<file path="src/rtl/mem_port_arbiter.sv">
// mem_port_arbiter: shares one single-port memory between an instruction-fetch
// requester and a load/store requester. At most one access is issued per cycle.
// Grants are combinational in the request cycle. A rotating priority flag keeps
// a continuously contending fetch from starving. Read data ownership travels
// through a LAT-deep tag pipeline, so each read response is steered back to the
// requester that issued it. The response is never steered by the current grant.
module mem_port_arbiter #(
    parameter int AW  = 32,
    parameter int LAT = 1
) (
    input  logic          clk_i,
    input  logic          rst_n_i,
    input  logic          if_req_i,
    input  logic [AW-1:0] if_addr_i,
    output logic          if_gnt_o,
    output logic          if_rvalid_o,
    output logic [31:0]   if_rdata_o,
    input  logic          ls_req_i,
    input  logic          ls_we_i,
    input  logic [AW-1:0] ls_addr_i,
    input  logic [31:0]   ls_wdata_i,
    output logic          ls_gnt_o,
    output logic          ls_rvalid_o,
    output logic [31:0]   ls_rdata_o,
    output logic          mem_en_o,
    output logic          mem_we_o,
    output logic [AW-1:0] mem_addr_o,
    output logic [31:0]   mem_wdata_o,
    input  logic [31:0]   mem_rdata_i,
    output logic          stall_o
);

    // LAT is meant to stay within 1..4, so a 2-bit wait counter is enough.
    localparam logic [1:0] CNT_LOAD  = 2'(LAT - 1);
    localparam logic       MULTI_CYC = (LAT > 1) ? 1'b1 : 1'b0;

    typedef enum logic [0:0] {
        ST_IDLE = 1'b0,
        ST_WAIT = 1'b1
    } state_t;

    state_t         state_r;
    state_t         state_next_s;
    logic [1:0]     cnt_r;
    logic           pri_if_r;
    logic [LAT-1:0] tag_vld_r;
    logic [LAT-1:0] tag_own_r;   // 1 = load/store owns the read, 0 = fetch
    logic           if_gnt_s;
    logic           ls_gnt_s;
    logic           rd_gnt_s;

    // Grant selection. Grants are allowed only in IDLE and never during reset.
    always_comb begin
        if_gnt_s = 1'b0;
        ls_gnt_s = 1'b0;
        if (rst_n_i && (state_r == ST_IDLE)) begin
            if (if_req_i && ls_req_i) begin
                if (pri_if_r) begin
                    if_gnt_s = 1'b1;
                end else begin
                    ls_gnt_s = 1'b1;
                end
            end else begin
                if_gnt_s = if_req_i;
                ls_gnt_s = ls_req_i;
            end
        end else begin
            if_gnt_s = 1'b0;
            ls_gnt_s = 1'b0;
        end
    end

    assign rd_gnt_s = if_gnt_s | (ls_gnt_s & ~ls_we_i);

    // FSM state register.
    always_ff @(posedge clk_i or negedge rst_n_i) begin
        if (!rst_n_i) begin
            state_r <= ST_IDLE;
        end else begin
            state_r <= state_next_s;
        end
    end

    // FSM next state. A read with LAT>1 parks the arbiter until the data returns.
    always_comb begin
        state_next_s = state_r;
        case (state_r)
            ST_IDLE: begin
                if (rd_gnt_s && MULTI_CYC) begin
                    state_next_s = ST_WAIT;
                end else begin
                    state_next_s = ST_IDLE;
                end
            end
            ST_WAIT: begin
                if (cnt_r <= 2'd1) begin
                    state_next_s = ST_IDLE;
                end else begin
                    state_next_s = ST_WAIT;
                end
            end
            default: state_next_s = ST_IDLE;
        endcase
    end

    // FSM outputs. The memory strobe and operands follow the granted requester.
    always_comb begin
        if_gnt_o    = if_gnt_s;
        ls_gnt_o    = ls_gnt_s;
        mem_en_o    = if_gnt_s | ls_gnt_s;
        mem_we_o    = ls_gnt_s & ls_we_i;
        mem_addr_o  = {AW{1'b0}};
        mem_wdata_o = 32'h0000_0000;
        if (ls_gnt_s) begin
            mem_addr_o = ls_addr_i;
            if (ls_we_i) begin
                mem_wdata_o = ls_wdata_i;
            end else begin
                mem_wdata_o = 32'h0000_0000;
            end
        end else if (if_gnt_s) begin
            mem_addr_o = if_addr_i;
        end else begin
            mem_addr_o = {AW{1'b0}};
        end
        stall_o = rst_n_i & if_req_i & ~if_gnt_s;
    end

    // The wait counter loads LAT-1 on a read grant and counts down in WAIT.
    always_ff @(posedge clk_i or negedge rst_n_i) begin
        if (!rst_n_i) begin
            cnt_r <= 2'd0;
        end else if ((state_r == ST_IDLE) && rd_gnt_s && MULTI_CYC) begin
            cnt_r <= CNT_LOAD;
        end else if ((state_r == ST_WAIT) && (cnt_r != 2'd0)) begin
            cnt_r <= cnt_r - 2'd1;
        end else begin
            cnt_r <= cnt_r;
        end
    end

    // Fairness flag: fetch goes first after load/store has won a contended cycle.
    always_ff @(posedge clk_i or negedge rst_n_i) begin
        if (!rst_n_i) begin
            pri_if_r <= 1'b0;
        end else if (if_gnt_s) begin
            pri_if_r <= 1'b0;
        end else if (ls_gnt_s && if_req_i) begin
            pri_if_r <= 1'b1;
        end else begin
            pri_if_r <= pri_if_r;
        end
    end

    // Read ownership pipeline. Its last stage lines up with the memory data.
    always_ff @(posedge clk_i or negedge rst_n_i) begin
        if (!rst_n_i) begin
            tag_vld_r <= {LAT{1'b0}};
            tag_own_r <= {LAT{1'b0}};
        end else begin
            tag_vld_r[0] <= rd_gnt_s;
            tag_own_r[0] <= ls_gnt_s;
            for (int i = 1; i < LAT; i++) begin
                tag_vld_r[i] <= tag_vld_r[i-1];
                tag_own_r[i] <= tag_own_r[i-1];
            end
        end
    end

    // Response steering. Read data is forced to zero when it is not valid for that port.
    always_comb begin
        if_rvalid_o = tag_vld_r[LAT-1] & ~tag_own_r[LAT-1];
        ls_rvalid_o = tag_vld_r[LAT-1] &  tag_own_r[LAT-1];
        if (if_rvalid_o) begin
            if_rdata_o = mem_rdata_i;
        end else begin
            if_rdata_o = 32'h0000_0000;
        end
        if (ls_rvalid_o) begin
            ls_rdata_o = mem_rdata_i;
        end else begin
            ls_rdata_o = 32'h0000_0000;
        end
    end

endmodule

</file>
<file path="config.mk">
export PLATFORM = sky130hd
export DESIGN_NAME = mem_port_arbiter
export DESIGN_NICKNAME = d
export VERILOG_FILES = /design/src/rtl/mem_port_arbiter.sv
export SDC_FILE = /design/constraint.sdc
export NUM_CORES = 1
export LEC_CHECK = 0
export ABC_CLOCK_PERIOD_IN_PS = 1300
export CORE_AREA = 2 2 104 106
export CTS_BUF_LIST = sky130_fd_sc_hd__clkbuf_4 sky130_fd_sc_hd__clkbuf_8 sky130_fd_sc_hd__clkbuf_16
export CTS_CLUSTER_DIAMETER = 50
export CTS_CLUSTER_SIZE = 28
export DETAILED_ROUTE_END_ITERATION = 10
export DIE_AREA = 0 0 106 108
export DONT_BUFFER_PORTS = 1
export SYNTH_ARGS = -nofsm -noshare
export SYNTH_HDL_FRONTEND = slang
export SYNTH_SLANG_ARGS = --single-unit
</file>
<file path="constraint.sdc">
create_clock -name clk_i -period 1.3 [get_ports clk_i]
set_input_delay 0.065 -clock clk_i [delete_from_list [all_inputs] [get_ports clk_i]]
set_output_delay 0.065 -clock clk_i [all_outputs]
set_load 0.02 [all_outputs]
</file>
==> results.md <==
* Status: finished, violations left
* Failing checks: negative setup slack
* Final Hold Viols at 0
* Ant diodes at 0
* Syn avg cell area at ~7.3 um2
* Total die area at between 10000 and 15000 um2
* Antenna Nets Post-Route at 0
* Ports at between 200 and 300
* Initial antenna violation count at 0
* Die width at about 110 um
* DRT Pass-1 Iters at 3
* Fin worst setup slack at -318 ps
* Vias at between 1500 and 2000
* H-tree level count at 1
* Sequential fraction of the synthesis area at roughly 12%
* DR vias/cell at about 4.9
* Worst r2r src: pri_if_r
* Clk_lat worst skew at 220 ps
* Share of cells above drive strength 1 at between 70 and 80%
* Tot Pwr at between 1.5 and 2 mW
* Design area at about 2600 um2
* Synth area leaders: and3_1, a22o_1, and2_1
* Area grow syn2layout at 96.8%
* Hold Path Origin: ls_we_i
* Reg2Reg Depth at 5
* Slew Limit Fails at 0
* DP Wirelength at 6170 um
* Maximum clock insertion buffer count at 2
* Vias in the first global route at around 1600
* Largest net degree at the start of global routing at 35
* Initial core utilization at 12.7%
* Power Density at between 600 and 700 nW/um2
* Worst-path clk slew at roughly 40 ps
* Smallest hold slack at roughly 4.4 ps
* Gr usage total at 12.4%
* Most frequent cells in the layout: and2_4, and3_1, and3_4, a22o_4, buf_4
* Post-synthesis register bit count at 6
* WS Path Type: reg2out
* Critical Path RT at between 1000 and 1500 ps
* Multi-input gate area at 1520 um2
* Syn nets at between 300 and 400
* Hold Crit Depth at 2
* Syn Inst Count at 179
* 1st-iter DRT viols at 68
* Post-layout util at 25.0%
* DRC violations left at 0
* Sum Neg Setup Slack at -18770 ps
* P_leak at 1.25 nW
* Top cell type's share of synthesized area at between 30% and 40%
* Clock Skew at between 5 and 6 ps
* Flop2flop setup slack at roughly 20 ps
* Worst Setup Start Kind: register
* Fin crit share at 124%
* DRT Wirelength at approximately 9000 um
* Slew HR at 80.9%
* Placed Instance Area at around 1700 um2
* Synth cell types at 24
* CTS sink cnt at 6
* VDD IR max at 328 uV
* Clock buffer count from CTS at 3
* Clk root buf: clkbuf_8
* Final net count at between 300 and 400
* Rows at 37
* Wire per inst at roughly 26 um
* Die Ht at ~110 um
* Final Critical Period at between 1500 and 2000 ps
* Hold endpoint: tag_vld_r
* Slew at the pin closest to its max-slew limit at ~290 ps
* First-pass GRT wire length at 10500 um
* RSZ-0062 raised after global routing: yes
* Synthesized cell area at 1300 um2
* FF/Latch Area at between 150 and 200 um2
* Most common cell after layout, fill and taps aside: and2_4
* Port buffer count at 0
* Grt ovf at 0
* Yosys warning count at 0
* CTS tree: done
* GP Congestion at 0.783
* R2r endpoint: tag_vld_r
* Area leader, netlist: and3_1
* Crit path max fanout at 15
* Max Freq at a little over 0.6 GHz
* Hold Crit Class: in2reg
* Final setup violation count at 95
* Arr. time, crit path at approximately 1600 ps
* Core Area at 10200 um2
* # fillers at roughly 1100
* Max Cap Violations at 0
* Setup crit end kind: output port
worst max-delay path by stage:
stage,start,to,cells past startpoint
3_5_place_dp,pri_if_r,mem_addr_o[27],5
2_1_floorplan,state_r,mem_addr_o[23],4
6_report,pri_if_r,mem_wdata_o[28],5
4_1_cts,state_r,mem_addr_o[27],5
5_1_grt,state_r,mem_addr_o[29],5
3_3_place_gp,pri_if_r,mem_addr_o[27],5
power by group:
group	internal [mW]	switching, mW
Combinational	0.579	0.626
Clock	0.199	0.0780
Sequential	0.201	0.0129
Total	0.979	0.717
worst max-delay path: stages (launching register included):
cell and delay (ps):
dfrtp_1 390, nand2_1 80, and4b_4 280, buf_4 170
buf_16 170, and3_4 240
synthesized netlist by cell type, drive strengths merged:
| cell | number |
|---|---|
| nor2b | 2 |
| nor2 | 1 |
| o211a | 1 |
| a22o | 32 |
| o21ai | 1 |
| buf | 8 |
| mux2 | 1 |
| and3 | 64 |
| nor3b | 1 |
| and2 | 34 |
| clkbuf | 15 |
| ha | 2 |
| dfrtp | 6 |
| xnor2 | 1 |
| nand3b | 1 |
| inv | 3 |
| or2 | 1 |
| nand2 | 2 |
| a21o | 1 |
| nand2b | 1 |
| and4b | 1 |
state kept, by name, summed over array words and instances (netlist names):
signal and cells:
cnt_r 2, state_r 1, tag_own_r 1, tag_vld_r 1
pri_if_r 1
final cells by class:
type | instances | share of cell area, %
sequential | 6 | 5.92
clock buffer | 3 | 1.62
tap | 136 | 6.66
inverter | 3 | 0.441
timing repair buffer | 50 | 25.8
multi-input combinational | 147 | 59.5
routing by layer:
layer | wire length [um] | global-route usage, % | up-vias
met1 | 3030 | 12.6 | 788
met5 | 0 | 0 | -
met4 | 344 | 4.23 | 0
li1 | - | - | 716
met2 | 4660 | 23.5 | 180
met3 | 988 | 4.40 | 19
cell families (layout without fill, tap and decap cells):
logic type | after synthesis | count (layout) | synth area share, %
mux | 1 | 1 | 0.867
flops | 6 | 6 | 11.6
fa+ha+maj | 2 | 2 | 1.93
compound gates | 35 | 35 | 23.3
xor+xnor | 1 | 1 | 0.674
simple gates | 108 | 108 | 52.1
buf+inv | 26 | 56 | 9.54
metrics by stage:
stage | std cells | setup WS, ps
2_1_floorplan | 179 | -47.7
3_3_place_gp | 315 | -25.5
3_5_place_dp | 315 | -115
4_1_cts | 330 | -335
5_1_grt | 345 | -394
6_report | 345 | -318
what timing repair did:
item | CTS | global route
cloned | 4 | 6
hold buffers | 1 | 0
gates resized for setup | 106 | 45
hold endpoints to repair | 6 | 0
setup buffers | 7 | 9
setup endpoints to repair | 125 | 101
pin swaps | 21 | 23
No activity file was read; power rests on OpenSTA's default activity.
